**config.mk**
```make
export PLATFORM = sky130hd
export DESIGN_NAME = viterbi_decoder_param
export DESIGN_NICKNAME = d
export VERILOG_FILES = /design/src/rtl/viterbi_pkg.sv /design/src/rtl/viterbi_acs_unit.sv /design/src/rtl/viterbi_decoder_param.sv
export SDC_FILE = /design/constraint.sdc
export NUM_CORES = 1
export LEC_CHECK = 0
export ABC_AREA = 1
export CORE_UTILIZATION = 55
export DETAILED_ROUTE_END_ITERATION = 8
export DONT_BUFFER_PORTS = 1
export GPL_TIMING_DRIVEN = 1
export PLACE_DENSITY = 0.73
export SLEW_MARGIN = 30
export SYNTH_ARGS = -nofsm -noshare
export SYNTH_HDL_FRONTEND = slang
export SYNTH_SLANG_ARGS = --single-unit
```
**constraint.sdc**
```tcl
create_clock -name sys_clk -period 7.55 [get_ports sys_clk]
set_input_delay 1.1325 -clock sys_clk [delete_from_list [all_inputs] [get_ports sys_clk]]
set_output_delay 1.1325 -clock sys_clk [all_outputs]
set_load 0.05 [all_outputs]
```
**src/rtl/viterbi_pkg.sv**
```systemverilog
// Shared types and helpers for the parametrised Viterbi decoder: FSM states,
// parity, and the encoder's expected-symbol function used to build branch labels.
package viterbi_pkg;

    typedef enum logic [1:0] {
        S_ACS,
        S_TB,
        S_OUT
    } state_e;

    function automatic logic parity(input logic [31:0] v);
        return ^v;
    endfunction

    // Expected {c0,c1} for input bit u leaving state s of a K-stage encoder.
    function automatic logic [1:0] exp_sym(input int k, input int g0, input int g1,
                                           input int u, input int s);
        logic [31:0] r;
        r = 32'((u << (k - 1)) | s);
        return {parity(r & 32'(g0)), parity(r & 32'(g1))};
    endfunction

    function automatic logic [1:0] hamming2(input logic [1:0] a, input logic [1:0] b);
        logic [1:0] x;
        x = a ^ b;
        return {1'b0, x[1]} + {1'b0, x[0]};
    endfunction

endpackage

```
**src/rtl/viterbi_acs_unit.sv**
```systemverilog
// Single-state add-compare-select: saturating metric adds, ties resolve to the
// even predecessor, dec_o flags selection of the odd predecessor.
module viterbi_acs_unit
    import viterbi_pkg::*;
#(
    parameter int         PM_W = 5,
    parameter logic [1:0] EXP0 = 2'b00,
    parameter logic [1:0] EXP1 = 2'b00
) (
    input  logic [1:0]      sym_i,
    input  logic [PM_W-1:0] pm0_i,
    input  logic [PM_W-1:0] pm1_i,
    output logic [PM_W-1:0] pm_o,
    output logic            dec_o
);

    logic [PM_W:0]   sum0, sum1;
    logic [PM_W-1:0] cand0, cand1;

    always_comb begin
        sum0  = {1'b0, pm0_i} + {{(PM_W-1){1'b0}}, hamming2(sym_i, EXP0)};
        sum1  = {1'b0, pm1_i} + {{(PM_W-1){1'b0}}, hamming2(sym_i, EXP1)};
        cand0 = sum0[PM_W] ? {PM_W{1'b1}} : sum0[PM_W-1:0];
        cand1 = sum1[PM_W] ? {PM_W{1'b1}} : sum1[PM_W-1:0];
        dec_o = (cand1 < cand0);
        pm_o  = dec_o ? cand1 : cand0;
    end

endmodule

```
**src/rtl/viterbi_decoder_param.sv**
```systemverilog
// Hard-decision rate-1/2 zero-tail Viterbi decoder, one symbol per cycle ACS,
// register-array survivors, serial traceback. Define VITERBI_ERRCNT_EN for o_errcnt.
//
// state | meaning
// S_ACS | accepting symbols, one ACS step per handshake
// S_TB  | tracing back one survivor row per cycle from state 0
// S_OUT | publish o_data / o_done, reinitialise metrics
module viterbi_decoder_param
    import viterbi_pkg::*;
#(
    parameter int           K         = 3,
    parameter logic [K-1:0] G0        = 3'b111,
    parameter logic [K-1:0] G1        = 3'b101,
    parameter int           FRAME_LEN = 10,
    localparam int          MSG_LEN   = FRAME_LEN - K + 1,
    localparam int          PM_W      = $clog2(2 * FRAME_LEN + 2)
) (
    input  logic               sys_clk,
    input  logic               rst,
    input  logic               i_valid,
    output logic               o_ready,
    input  logic [1:0]         i_sym,
    output logic [MSG_LEN-1:0] o_data,
    output logic               o_done
`ifdef VITERBI_ERRCNT_EN
    ,
    output logic [PM_W-1:0]    o_errcnt
`endif
);

    localparam int NS = 2 ** (K - 1);
    localparam int SW = K - 1;
    localparam int CW = $clog2(FRAME_LEN);
    localparam logic [CW-1:0]   LAST   = CW'(FRAME_LEN - 1);
    localparam logic [PM_W-1:0] PM_SAT = {PM_W{1'b1}};

    state_e             state_q, state_d;
    logic [CW-1:0]      cnt_q, cnt_d;
    logic [SW-1:0]      tb_s_q, tb_s_d;
    logic [MSG_LEN-1:0] msg_q, msg_d;
    logic [MSG_LEN-1:0] data_q, data_d;
    logic               done_q, done_d;
    logic [PM_W-1:0]    pm_q [NS];
    logic [PM_W-1:0]    pm_d [NS];
    logic [PM_W-1:0]    acs_pm [NS];
    logic [NS-1:0]      dec;
    logic [NS-1:0]      surv_q [FRAME_LEN];
    logic               acc;
`ifdef VITERBI_ERRCNT_EN
    logic [PM_W-1:0]    errcnt_q, errcnt_d;
`endif

    assign o_ready = (state_q == S_ACS);
    assign acc     = i_valid & o_ready;
    assign o_data  = data_q;
    assign o_done  = done_q;
`ifdef VITERBI_ERRCNT_EN
    assign o_errcnt = errcnt_q;
`endif

    // Branch labels are fixed by the generators, so they become ACS parameters.
    for (genvar n = 0; n < NS; n++) begin : g_acs
        localparam int P0 = (2 * n) % NS;
        localparam int U  = n >> (K - 2);
        localparam logic [1:0] E0 = exp_sym(K, int'(G0), int'(G1), U, P0);
        localparam logic [1:0] E1 = exp_sym(K, int'(G0), int'(G1), U, P0 + 1);

        viterbi_acs_unit #(
            .PM_W (PM_W),
            .EXP0 (E0),
            .EXP1 (E1)
        ) u_acs (
            .sym_i (i_sym),
            .pm0_i (pm_q[P0]),
            .pm1_i (pm_q[P0+1]),
            .pm_o  (acs_pm[n]),
            .dec_o (dec[n])
        );
    end

    always_comb begin
        state_d = state_q;
        cnt_d   = cnt_q;
        tb_s_d  = tb_s_q;
        msg_d   = msg_q;
        data_d  = data_q;
        done_d  = 1'b0;
        pm_d    = pm_q;
`ifdef VITERBI_ERRCNT_EN
        errcnt_d = errcnt_q;
`endif
        case (state_q)
            S_ACS: begin
                if (i_valid) begin
                    pm_d = acs_pm;
                    if (cnt_q == LAST) begin
                        state_d = S_TB;
                        tb_s_d  = '0;
                    end else begin
                        cnt_d = cnt_q + 1'b1;
                    end
                end
            end
            S_TB: begin
                for (int i = 0; i < MSG_LEN; i++) begin
                    if (cnt_q == CW'(i)) msg_d[i] = tb_s_q[SW-1];
                end
                tb_s_d = {tb_s_q[SW-2:0], surv_q[cnt_q][tb_s_q]};
                if (cnt_q == '0) state_d = S_OUT;
                else             cnt_d   = cnt_q - 1'b1;
            end
            S_OUT: begin
                data_d  = msg_q;
                done_d  = 1'b1;
                cnt_d   = '0;
                state_d = S_ACS;
`ifdef VITERBI_ERRCNT_EN
                errcnt_d = pm_q[0];
`endif
                for (int i = 0; i < NS; i++) pm_d[i] = (i == 0) ? '0 : PM_SAT;
            end
            default: state_d = S_ACS;
        endcase
    end

    always_ff @(posedge sys_clk or posedge rst) begin
        if (rst) begin
            state_q <= S_ACS;
            cnt_q   <= '0;
            tb_s_q  <= '0;
            msg_q   <= '0;
            data_q  <= '0;
            done_q  <= 1'b0;
            for (int i = 0; i < NS; i++) pm_q[i] <= (i == 0) ? '0 : PM_SAT;
`ifdef VITERBI_ERRCNT_EN
            errcnt_q <= '0;
`endif
        end else begin
            state_q <= state_d;
            cnt_q   <= cnt_d;
            tb_s_q  <= tb_s_d;
            msg_q   <= msg_d;
            data_q  <= data_d;
            done_q  <= done_d;
            pm_q    <= pm_d;
`ifdef VITERBI_ERRCNT_EN
            errcnt_q <= errcnt_d;
`endif
        end
    end

    // Rows are always rewritten before traceback reads them, so no reset needed.
    always_ff @(posedge sys_clk) begin
        if (acc) surv_q[cnt_q] <= dec;
    end

endmodule

```
==> run_results.csv <==
group,metric,value,unit
status,run_status,"complete, no violations",
placed_design,placed_cells,837,
worst_setup_path,crit_path_max_fanout,10,
floorplanning,die_y,104,um
timing,maxSlewHeadroom,44.0,%
job,maxCapViolCount,0,
floorplanning,ios,15,
worst_setup_path,slowest_stage,"a211oi_2",
layout,nFillCells,871,
worst_setup_path,endpoint_kind,"flop",
clock_network,post_cts_buffers,0,
grt,grt.total_usage,24.0,%
logic_synthesis,yosys.area_share.simple,29.4,%
timing,drv_slew,0,
logic_synthesis,synthXorXnorAreaFrac,2.29,%
logic_synthesis,ys_seq_elements,85,
layout,multi_input_area,0.00285,mm2
clock_network,clock-sinks,85,
clock_network,cts_tree,"yes",
logic_synthesis,ys_warn_count,0,
floorplanning,core-area,0.00991,mm2
layout,instances_no_fill,853,
worst_setup_path,cp-start-kind,"input pin",
layout,nets,764,
timing,worst_pin_slew,0.840,ns
timing,min_period,3.84,ns
clock_network,cts.clk_slew.worst_paths,0.10,ns
timing,final-setup-viol-count,0,
clock_network,numCtsBuffers,9,
logic_synthesis,synth_nets,769,
logic_synthesis,synth-compound-area-share,7.19,%
route,avgRoutedWirePerCell,14.4,um
timing,rsz0062_at_grt,"false",
logic_synthesis,syn_area,0.00569,mm2
worst_setup_path,critical-path-max-stage-delay,0.38,ns
floorplanning,die_w,104,um
layout,final_cell_mix,"nand2_1 (189), inv_1 (98), nand3_1 (72)",
worst_setup_path,cpMostUsedCell,"inv_1",
worst_setup_path,path_cells,"inv_1 -> ha_1 -> inv_1 -> ha_1 -> ha_1 -> inv_1 -> nand2_1 -> nand3_1 -> xor2_1 -> or2_2 -> inv_1 -> ha_1 -> nand2_1 -> nor2_1 -> a211oi_2 -> nand2_2 -> inv_1",
route,dr.first_iter.drc_count,285,
timing,timing_hold_violations_final,0,
timing,max_freq,0.261,GHz
grt,grt_pass1_vias,4416,
worst_setup_path,required,7.71,ns
worst_setup_path,critical_path_class,"input pin to flop",
worst_setup_path,reg2regPathDepth,14,
logic_synthesis,muxShareOfSynthArea,1.58,%
route,dr.pass1.iters,4,
route,drc,0,
clock_network,cts_buffer_depth,2,
layout,diodes,0,
grt,globalRouteOverflowTotal,0,
clock_network,cts.repair.resized,0,
logic_synthesis,ys_types,38,
worst_setup_path,path_depth,17,
clock_network,htreeDepth,3,
grt,grt_pass1_wl,20700,um
logic_synthesis,syn_inst,720,
timing,fin_skew,0.0158,ns
route,vias_per_cell,5.42,
logic_synthesis,synth.avg_cell_area,7.90,um2
timing,fin_crit_sh,50.8,%
worst_setup_path,cp.buffers_inverters,5,
route,vias,4627,
logic_synthesis,synthAdderAreaFrac,9.68,%
layout,area_growth,4.99,%
clock_network,root_buffer,"clkbuf_8",
grt,antenna_found_initial,0,
placed_design,gp_congestion,0.876,
hold_path,holdPathStages,2,
worst_setup_path,crit_family,"adder cells",
worst_setup_path,cp.arrival,4.00,ns
layout,layout_commonest_cell,"nand2_1",
placed_design,dp_hpwl,8960,um
grt,grt_max_degree,46,
layout,drive_gt1_share,11.0,%
hold_path,holdCritPathClass,"flop to flop",
clock_network,hold_buffers,0,
layout,final-seq-area,0.00235,mm2
floorplanning,row_count,36,
route,ant_nets,0,
floorplanning,fp.dieArea,0.0108,mm2
placed_design,port_buffers,0,
clock_network,clk_latency,0.37,ns
timing,tns,0,ns
route,totalWireLength,12200,um
floorplanning,start_util,57.4,%
logic_synthesis,synth_top_family_by_area,"simple AND/OR/NAND/NOR gates",
logic_synthesis,synth-seq-area-share,41.2,%
per-stage QoR:
stage | hold WS [ns] | setup WS [ns] | instance area, um2 | util, %
3_5_place_dp | 0.470 | 3.30 | 5770 | 58.3
3_3_place_gp | 0.461 | 3.46 | 5770 | 58.3
5_1_grt | 0.525 | 3.42 | 5970 | 60.3
6_report | 0.490 | 3.71 | 5970 | 60.3
2_1_floorplan | 0.448 | 3.78 | 5690 | -
4_1_cts | 0.494 | 3.68 | 5970 | 60.3
routing by layer:
| layer | vias up | track usage, % | routed length [um] |
|---|---|---|---|
| met1 | 2163 | 31.9 | 5390 |
| li1 | 2324 | - | - |
| met4 | 0 | 10.3 | 264 |
| met5 | - | 0 | 0 |
| met3 | 24 | 3.21 | 708 |
| met2 | 116 | 39.5 | 5880 |
worst reg2reg max path: stages (launching register included):
cell	delay (ns)
dfstp_2	0.54
ha_1	0.25
ha_1	0.18
inv_1	0.04
nand2_1	0.08
nand3_1	0.09
xor2_1	0.15
or2_2	0.29
inv_1	0.06
ha_1	0.24
nand2_1	0.09
nor2_1	0.06
a211oi_2	0.38
nand2_2	0.17
inv_1	0.25
path summary, 6_finish.rpt:
kind	from	to	slack, ns
setup / recovery	i_sym[0]	surv_q[8][3]	3.71
hold / removal	msg_q[3]	msg_q[3]	0.49
setup reg to reg	pm_q[5]	surv_q[8][3]	4.49
hold reg to reg	msg_q[3]	msg_q[3]	0.49
max in group asynchronous	rst	cnt_q[1]	6.29
min in group asynchronous	rst	pm_q[17]	0.77
synth_stat cells:
cell type | number | share of area (%)
nand3_1 | 72 | 6.3
a21oi_2 | 1 | 0.15
nand4_2 | 2 | 0.44
o211ai_1 | 2 | 0.26
inv_2 | 3 | 0.20
or2_2 | 6 | 0.66
nor3_1 | 8 | 0.70
buf_2 | 11 | 0.97
nor2_1 | 65 | 4.3
nor2_4 | 1 | 0.20
clkinv_1 | 3 | 0.20
clkbuf_8 | 1 | 0.24
a21oi_1 | 12 | 1.1
nand3_2 | 2 | 0.35
nor3b_2 | 1 | 0.22
nand2_2 | 8 | 0.88
xor2_2 | 1 | 0.29
edfxtp_1 | 40 | 21
nand4_1 | 13 | 1.4
nor2_2 | 3 | 0.33
nand2_4 | 5 | 0.99
a211oi_2 | 3 | 0.66
a31oi_1 | 4 | 0.44
o2bb2ai_1 | 1 | 0.15
nand2_1 | 189 | 12
o22ai_1 | 3 | 0.33
dfstp_2 | 15 | 6.9
a211oi_4 | 1 | 0.35
xor2_1 | 13 | 2.0
or2_1 | 1 | 0.11
o21ai_1 | 6 | 0.53
clkbuf_1 | 5 | 0.33
dfrtp_1 | 30 | 13
mux2_2 | 8 | 1.6
o21ai_0 | 37 | 3.3
ha_1 | 44 | 9.7
buf_4 | 1 | 0.13
inv_1 | 99 | 6.5
kinds of logic after synthesis:
kind of cell | after synthesis
buffers and inverters | 123
adder cells (fa/ha/maj) | 44
flip-flops | 85
multiplexers | 8
AO/OA/AOI/OAI | 70
XOR/XNOR | 14
AND/OR/NAND/NOR | 376
final cells by class:
cell class / count / share of cell area [%]
timing repair buffer: 2 / 0.251
multi-input combinational: 512 / 47.8
tap: 133 / 2.79
inverter: 105 / 6.62
sequential: 85 / 39.3
clock inverter: 7 / 1.22
clock buffer: 9 / 2.07
flip-flops by register name, indices dropped and copies added (netlist names):
register / cells
surv_q: 40
pm_q: 20
msg_q: 8
o_data: 8
cnt_q: 4
state_q: 2
tb_s_q: 2
o_done: 1
Power is not shown: default switching activity piles up to over one toggle a cycle in this logic, so the estimate is an artifact.
